**config.mk**
```make
export PLATFORM = sky130hd
export DESIGN_NAME = tdm_demultiplexer
export DESIGN_NICKNAME = d
export VERILOG_FILES = /design/src/rtl/demux_pkg.sv /design/src/rtl/tdm_slot_counter.sv /design/src/rtl/tdm_demultiplexer.sv
export SDC_FILE = /design/constraint.sdc
export NUM_CORES = 1
export LEC_CHECK = 0
export BUFFER_PORTS_ARGS = -buffer_cell sky130_fd_sc_hd__buf_2
export CORE_ASPECT_RATIO = 1.1
export CORE_MARGIN = 3
export CORE_UTILIZATION = 39
export CTS_CLUSTER_SIZE = 30
export DETAILED_ROUTE_END_ITERATION = 12
export PLACE_DENSITY_LB_ADDON = 0.25
export SYNTH_ARGS = -nofsm -noshare
export SYNTH_HDL_FRONTEND = slang
export SYNTH_SLANG_ARGS = --single-unit
```
**constraint.sdc**
```tcl
create_clock -name clk -period 2.55 [get_ports clk]
set_clock_uncertainty 0.1 [all_clocks]
set_input_delay 0.51 -clock clk [delete_from_list [all_inputs] [get_ports clk]]
set_output_delay 0.51 -clock clk [all_outputs]
set_load 0.02 [all_outputs]
```
**src/rtl/demux_pkg.sv**
```systemverilog
// Shared definitions for the TDM demultiplexer.
//   HUNT   : searching for a frame_sync beat
//   LOCKED : aligned to the frame, capturing slots
package demux_pkg;

    localparam int unsigned NUM_SLOTS = 4;
    localparam int unsigned SLOT_W    = 2;
    localparam int unsigned ERR_CNT_W = 8;

    typedef enum logic {
        HUNT,
        LOCKED
    } state_e;

endpackage

```
**src/rtl/tdm_slot_counter.sv**
```systemverilog
// Slot counter for the TDM demultiplexer.
// Ports:
//   clk      - rising-edge clock
//   reset_n  - synchronous active-low reset (slot -> 0)
//   advance  - step slot by one, wrapping 3 -> 0
//   load_one - force slot to 1 (a sync beat was just taken as slot 0)
//   clear    - force slot to 0
//   slot     - registered slot index
// Priority: reset_n, clear, load_one, advance.
module tdm_slot_counter
    import demux_pkg::*;
(
    input  logic              clk,
    input  logic              reset_n,
    input  logic              advance,
    input  logic              load_one,
    input  logic              clear,
    output logic [SLOT_W-1:0] slot
);

    logic [SLOT_W-1:0] slot_q;

    always_ff @(posedge clk) begin
        if (!reset_n) begin
            slot_q <= '0;
        end else if (clear) begin
            slot_q <= '0;
        end else if (load_one) begin
            slot_q <= SLOT_W'(1);
        end else if (advance) begin
            // NUM_SLOTS == 2**SLOT_W, so natural overflow is the modulo wrap
            slot_q <= slot_q + SLOT_W'(1);
        end
    end

    assign slot = slot_q;

endmodule

```
**src/rtl/tdm_demultiplexer.sv**
```systemverilog
// Four-slot TDM demultiplexer. Serial beats (in_valid/in_bit) are aligned by
// frame_sync and presented as a registered parallel frame on out0..out3.
// Ports:
//   clk, reset_n           - clock, synchronous active-low reset
//   in_valid               - beat strobe
//   in_bit                 - serial data bit of the current beat
//   frame_sync             - marks the beat carrying slot 0
//   out0..out3             - last complete frame, slot n on outn
//   address0, address1     - expected slot index = 2*address0 + address1
//   frame_done             - one-cycle pulse when a new frame is loaded
//   locked                 - high while aligned to the frame
//   sync_error             - one-cycle pulse on a framing violation
//   error_count            - saturating count of sync_error pulses
module tdm_demultiplexer
    import demux_pkg::*;
(
    input  logic                 clk,
    input  logic                 reset_n,
    input  logic                 in_valid,
    input  logic                 in_bit,
    input  logic                 frame_sync,
    output logic                 out0,
    output logic                 out1,
    output logic                 out2,
    output logic                 out3,
    output logic                 address0,
    output logic                 address1,
    output logic                 frame_done,
    output logic                 locked,
    output logic                 sync_error,
    output logic [ERR_CNT_W-1:0] error_count
);

    state_e                 state_q;
    logic [NUM_SLOTS-2:0]   shadow_q;   // slots 0..2; slot 3 goes straight to the outputs
    logic [NUM_SLOTS-1:0]   out_q;
    logic                   frame_done_q;
    logic                   sync_error_q;
    logic [ERR_CNT_W-1:0]   err_cnt_q;
    logic [SLOT_W-1:0]      slot;

    // Beat decode
    logic advance, load_one, clear;
    logic go_lock, go_hunt, realign, capture, frame_evt, err_evt;

    always_comb begin
        advance   = 1'b0;
        load_one  = 1'b0;
        clear     = 1'b0;
        go_lock   = 1'b0;
        go_hunt   = 1'b0;
        realign   = 1'b0;
        capture   = 1'b0;
        frame_evt = 1'b0;
        err_evt   = 1'b0;
        if (in_valid) begin
            case (state_q)
                HUNT: begin
                    if (frame_sync) begin
                        go_lock  = 1'b1;
                        load_one = 1'b1;
                    end
                end
                LOCKED: begin
                    if (frame_sync && (slot != '0)) begin
                        // Early sync: restart the frame on this beat
                        err_evt  = 1'b1;
                        realign  = 1'b1;
                        load_one = 1'b1;
                    end else if (!frame_sync && (slot == '0)) begin
                        // Missing sync: alignment lost, drop the beat
                        err_evt = 1'b1;
                        go_hunt = 1'b1;
                        clear   = 1'b1;
                    end else begin
                        capture   = 1'b1;
                        advance   = 1'b1;
                        frame_evt = (slot == SLOT_W'(NUM_SLOTS - 1));
                    end
                end
                default: ;
            endcase
        end
    end

    tdm_slot_counter u_slot_counter (
        .clk      (clk),
        .reset_n  (reset_n),
        .advance  (advance),
        .load_one (load_one),
        .clear    (clear),
        .slot     (slot)
    );

    always_ff @(posedge clk) begin
        if (!reset_n) begin
            state_q      <= HUNT;
            shadow_q     <= '0;
            out_q        <= '0;
            frame_done_q <= 1'b0;
            sync_error_q <= 1'b0;
            err_cnt_q    <= '0;
        end else begin
            frame_done_q <= frame_evt;
            sync_error_q <= err_evt;

            if (err_evt && (err_cnt_q != '1)) begin
                err_cnt_q <= err_cnt_q + ERR_CNT_W'(1);
            end

            if (go_lock) begin
                state_q <= LOCKED;
            end else if (go_hunt) begin
                state_q <= HUNT;
            end

            // A new slot 0 invalidates any earlier partial shadows
            if (go_lock || realign) begin
                shadow_q <= {{(NUM_SLOTS - 2){1'b0}}, in_bit};
            end else if (capture && !frame_evt) begin
                for (int i = 0; i < NUM_SLOTS - 1; i++) begin
                    if (slot == SLOT_W'(i)) begin
                        shadow_q[i] <= in_bit;
                    end
                end
            end

            if (frame_evt) begin
                out_q <= {in_bit, shadow_q};
            end
        end
    end

    assign out0        = out_q[0];
    assign out1        = out_q[1];
    assign out2        = out_q[2];
    assign out3        = out_q[3];
    assign address0    = slot[1];
    assign address1    = slot[0];
    assign locked      = (state_q == LOCKED);
    assign frame_done  = frame_done_q;
    assign sync_error  = sync_error_q;
    assign error_count = err_cnt_q;

endmodule

```
==> results.cfg <==
[setup_path]
r2r_slack_ns = 0.26
worstPathRequired_ns = 2.68
reg2reg_from = u_slot_counter.slot[1]$_SDFFE_PP0P_
path_class = reg -> reg
r2r_end = error_count[5]$_SDFFE_PN0P_
start_kind = flip-flop
endpoint_kind = flip-flop
r2r_cells = 7
cp.arrival_ns = 2.42
crit_path_max_fanout = 8

[logic_synthesis]
ys_seq_elements = 20
synth_area_leaders = dfxtp_1 42%, ha_1 9.2%, mux2i_1 8.4%
yosysTopAreaCell = dfxtp_1
synth_area_um2 = 948.4
synth_fp_nets = 112
yosysWarnings = 0
syn-instance-count = 100
synthTopCellsByCount = 20 x dfxtp_1, 14 x nor2_1, 8 x mux2i_1, 7 x ha_1, 6 x inv_1
synth_cell_types = 29
yosysMostFrequentCell = dfxtp_1
yosys.area.top_type_share = 0.4222
synthFlopType = dfxtp_1
synthArstFlopShare = 0
synth_edf_count = 0
synth_area_per_cell_um2 = 9.484
yosysSeqAreaShare = 0.4222

[routing]
via_per_inst = 5.026
routed_wl_mm = 1.777
drtIter0Drc = 4
drc = 0
wl_per_cell_um = 11.69
dr.pass1.iters = 2
vias = 764
antenna_left = 0

[grt]
grt_pass1_vias = 751
grt_max_degree = 15
grt_pass1_wl_mm = 3.118
grt_util_all_layers = 0.1331
antenna_found_initial = 0
overflow = 0

[placement]
io_buffers = 21
placed_cells = 148
finalWeightedCongestion = 0.7666
hpwlAfterDp_mm = 1.373

[clock_network]
cts_buffers = 3
cts.clk_slew.worst_paths_ns = 0.11
cts.sinks = 20
insertion_delay_ns = 0.29
cts_root_buf = clkbuf_4
post-cts-setup-buffers = 0
h-tree-depth = 1
cts_tree = done
clock_path_buffers = 2
cts_resized = 0
hold_buffers = 0

[pwr]
ir_drop_mv = 0.2958
power_density_nw_per_um2 = 558.1
cellLeakagePower_nw = 0.5509

[final_layout]
antenna_cells = 0
nets = 135
stdcell_count = 152
drive_above_1_share = 0.2295
syn_to_final_growth_pct = 19.26

[job]
max-cap-violations = 0

[sta]
final.period_utilization = 0.8972
tns_ns = 0
worst_slew_pin_slew_ns = 0.4259
timing_hold_violations_final = 0
relSlewSlack = 0.7157
fmax_mhz = 437.1
grt_setup_unrepaired = no
min_period_ns = 2.288
drv_slew = 0
setup_viol = 0

[outcome]
status = finished clean

[floorplan]
dieArea_um2 = 3060
io_pins = 22
die_h_um = 57.72
core_um2 = 2275
fp.dieW_um = 53.02
initial_core_util = 0.4169
rows = 18

[min_path]
min_path_type = in -> reg
hold_depth = 3
whs_endpoint = u_slot_counter.slot[0]$_SDFFE_PP0P_
min_from = reset_n
registers in the layout, indices dropped and copies added (netlist names):
name and flops:
u_slot_counter.slot 2, error_count 8, out_q 4, frame_done 1, shadow_q 3, locked 1
sync_error 1
final cells by class:
class	instances	area [um2]
well taps	30	37.54
inverters	6	22.52
fillers	234	1144
clock buffers	3	22.52
repair buffers	21	105.1
clock inverters	1	30.03
flip-flops and latches	20	400.4
multi-input cells	71	513.0
per-stage QoR:
| step | setup WS, ns | power (mW) | instance area (um2) | util | hold slack, ns |
|---|---|---|---|---|---|
| after detailed placement | 0.3068 | 0.3828 | 1079 | 0.4741 | 0.3841 |
| after CTS | 0.2738 | 0.6380 | 1131 | 0.4973 | 0.3752 |
| after floorplan | 0.2873 | 0.3676 | 948.4 | - | 0.3601 |
| final | 0.2621 | 0.6312 | 1131 | 0.4973 | 0.3734 |
| after global routing | 0.08402 | 0.6573 | 1131 | 0.4973 | 0.3801 |
| after global placement | 0.3611 | 0.3820 | 1079 | 0.4741 | 0.3749 |
power by group:
group          switching [mW]  total, mW  internal (mW)  leakage (nW)
combinational          0.0315     0.0527         0.0212         0.361
sequential            0.00621      0.324          0.317         0.162
clock                  0.0961      0.255          0.159        0.0279
layer usage:
| metal | vias to the layer above | part of all wire | wire [um] | global-route usage |
|---|---|---|---|---|
| met2 | 15 | 0.51 | 901 | 0.2394 |
| li1 | 392 | - | - | - |
| met3 | 4 | 0.038 | 68 | 0.02314 |
| met5 | - | 0 | 0 | 0 |
| met4 | 0 | 0.014 | 25 | 0.04380 |
| met1 | 353 | 0.44 | 782 | 0.1565 |
worst max-delay path by stage:
stage	slack [ns]	depth (start not counted)	end	start
4_1_cts	0.27	7	error_count[5]$_SDFFE_PN0P_	u_slot_counter.slot[0]$_SDFFE_PP0P_
5_1_grt	0.08	7	error_count[5]$_SDFFE_PN0P_	u_slot_counter.slot[0]$_SDFFE_PP0P_
6_report	0.26	7	error_count[5]$_SDFFE_PN0P_	u_slot_counter.slot[1]$_SDFFE_PP0P_
2_1_floorplan	0.29	7	error_count[7]$_SDFFE_PN0P_	u_slot_counter.slot[1]$_SDFFE_PP0P_
3_5_place_dp	0.31	7	error_count[7]$_SDFFE_PN0P_	u_slot_counter.slot[0]$_SDFFE_PP0P_
3_3_place_gp	0.36	7	error_count[7]$_SDFFE_PN0P_	u_slot_counter.slot[1]$_SDFFE_PP0P_
worst max-delay path, stage by stage (launching register included):
cell	delay [ns]
dfxtp_1	0.42
inv_1	0.08
ha_1	0.23
ha_1	0.31
and3b_2	0.31
o21ai_4	0.11
or4_1	0.50
a21oi_1	0.15
cell usage in the layout (no fill, tap or decap):
master / netlist / routed
a21oi_1: 4 / 4
a32oi_1: 2 / 2
and2_1: 1 / 1
and3_1: 1 / 1
and3b_2: 1 / 1
buf_2: 1 / 21
bufinv_16: 0 / 1
clkbuf_4: 0 / 3
dfxtp_1: 20 / 20
ha_1: 7 / 7
inv_1: 6 / 6
mux2_2: 1 / 1
mux2i_1: 8 / 8
nand2_1: 5 / 5
nand2b_1: 1 / 1
nand3_1: 5 / 5
nand3b_1: 1 / 1
nand4_1: 2 / 2
nand4b_1: 1 / 1
nor2_1: 14 / 14
nor3_1: 1 / 1
nor3b_1: 1 / 1
nor4bb_1: 1 / 1
o211ai_1: 2 / 2
o21a_1: 2 / 2
o21ai_4: 1 / 1
o31ai_1: 2 / 2
or4_1: 2 / 2
xnor2_1: 2 / 2
xor2_1: 3 / 3
cell families after synthesis:
family	share of synthesized area
buf+inv	0.03694
compound gates	0.1042
fa+ha+maj	0.09234
mux	0.09631
flops	0.4222
xor+xnor	0.04618
simple gates	0.2019
(Power assumes the default switching activity.)
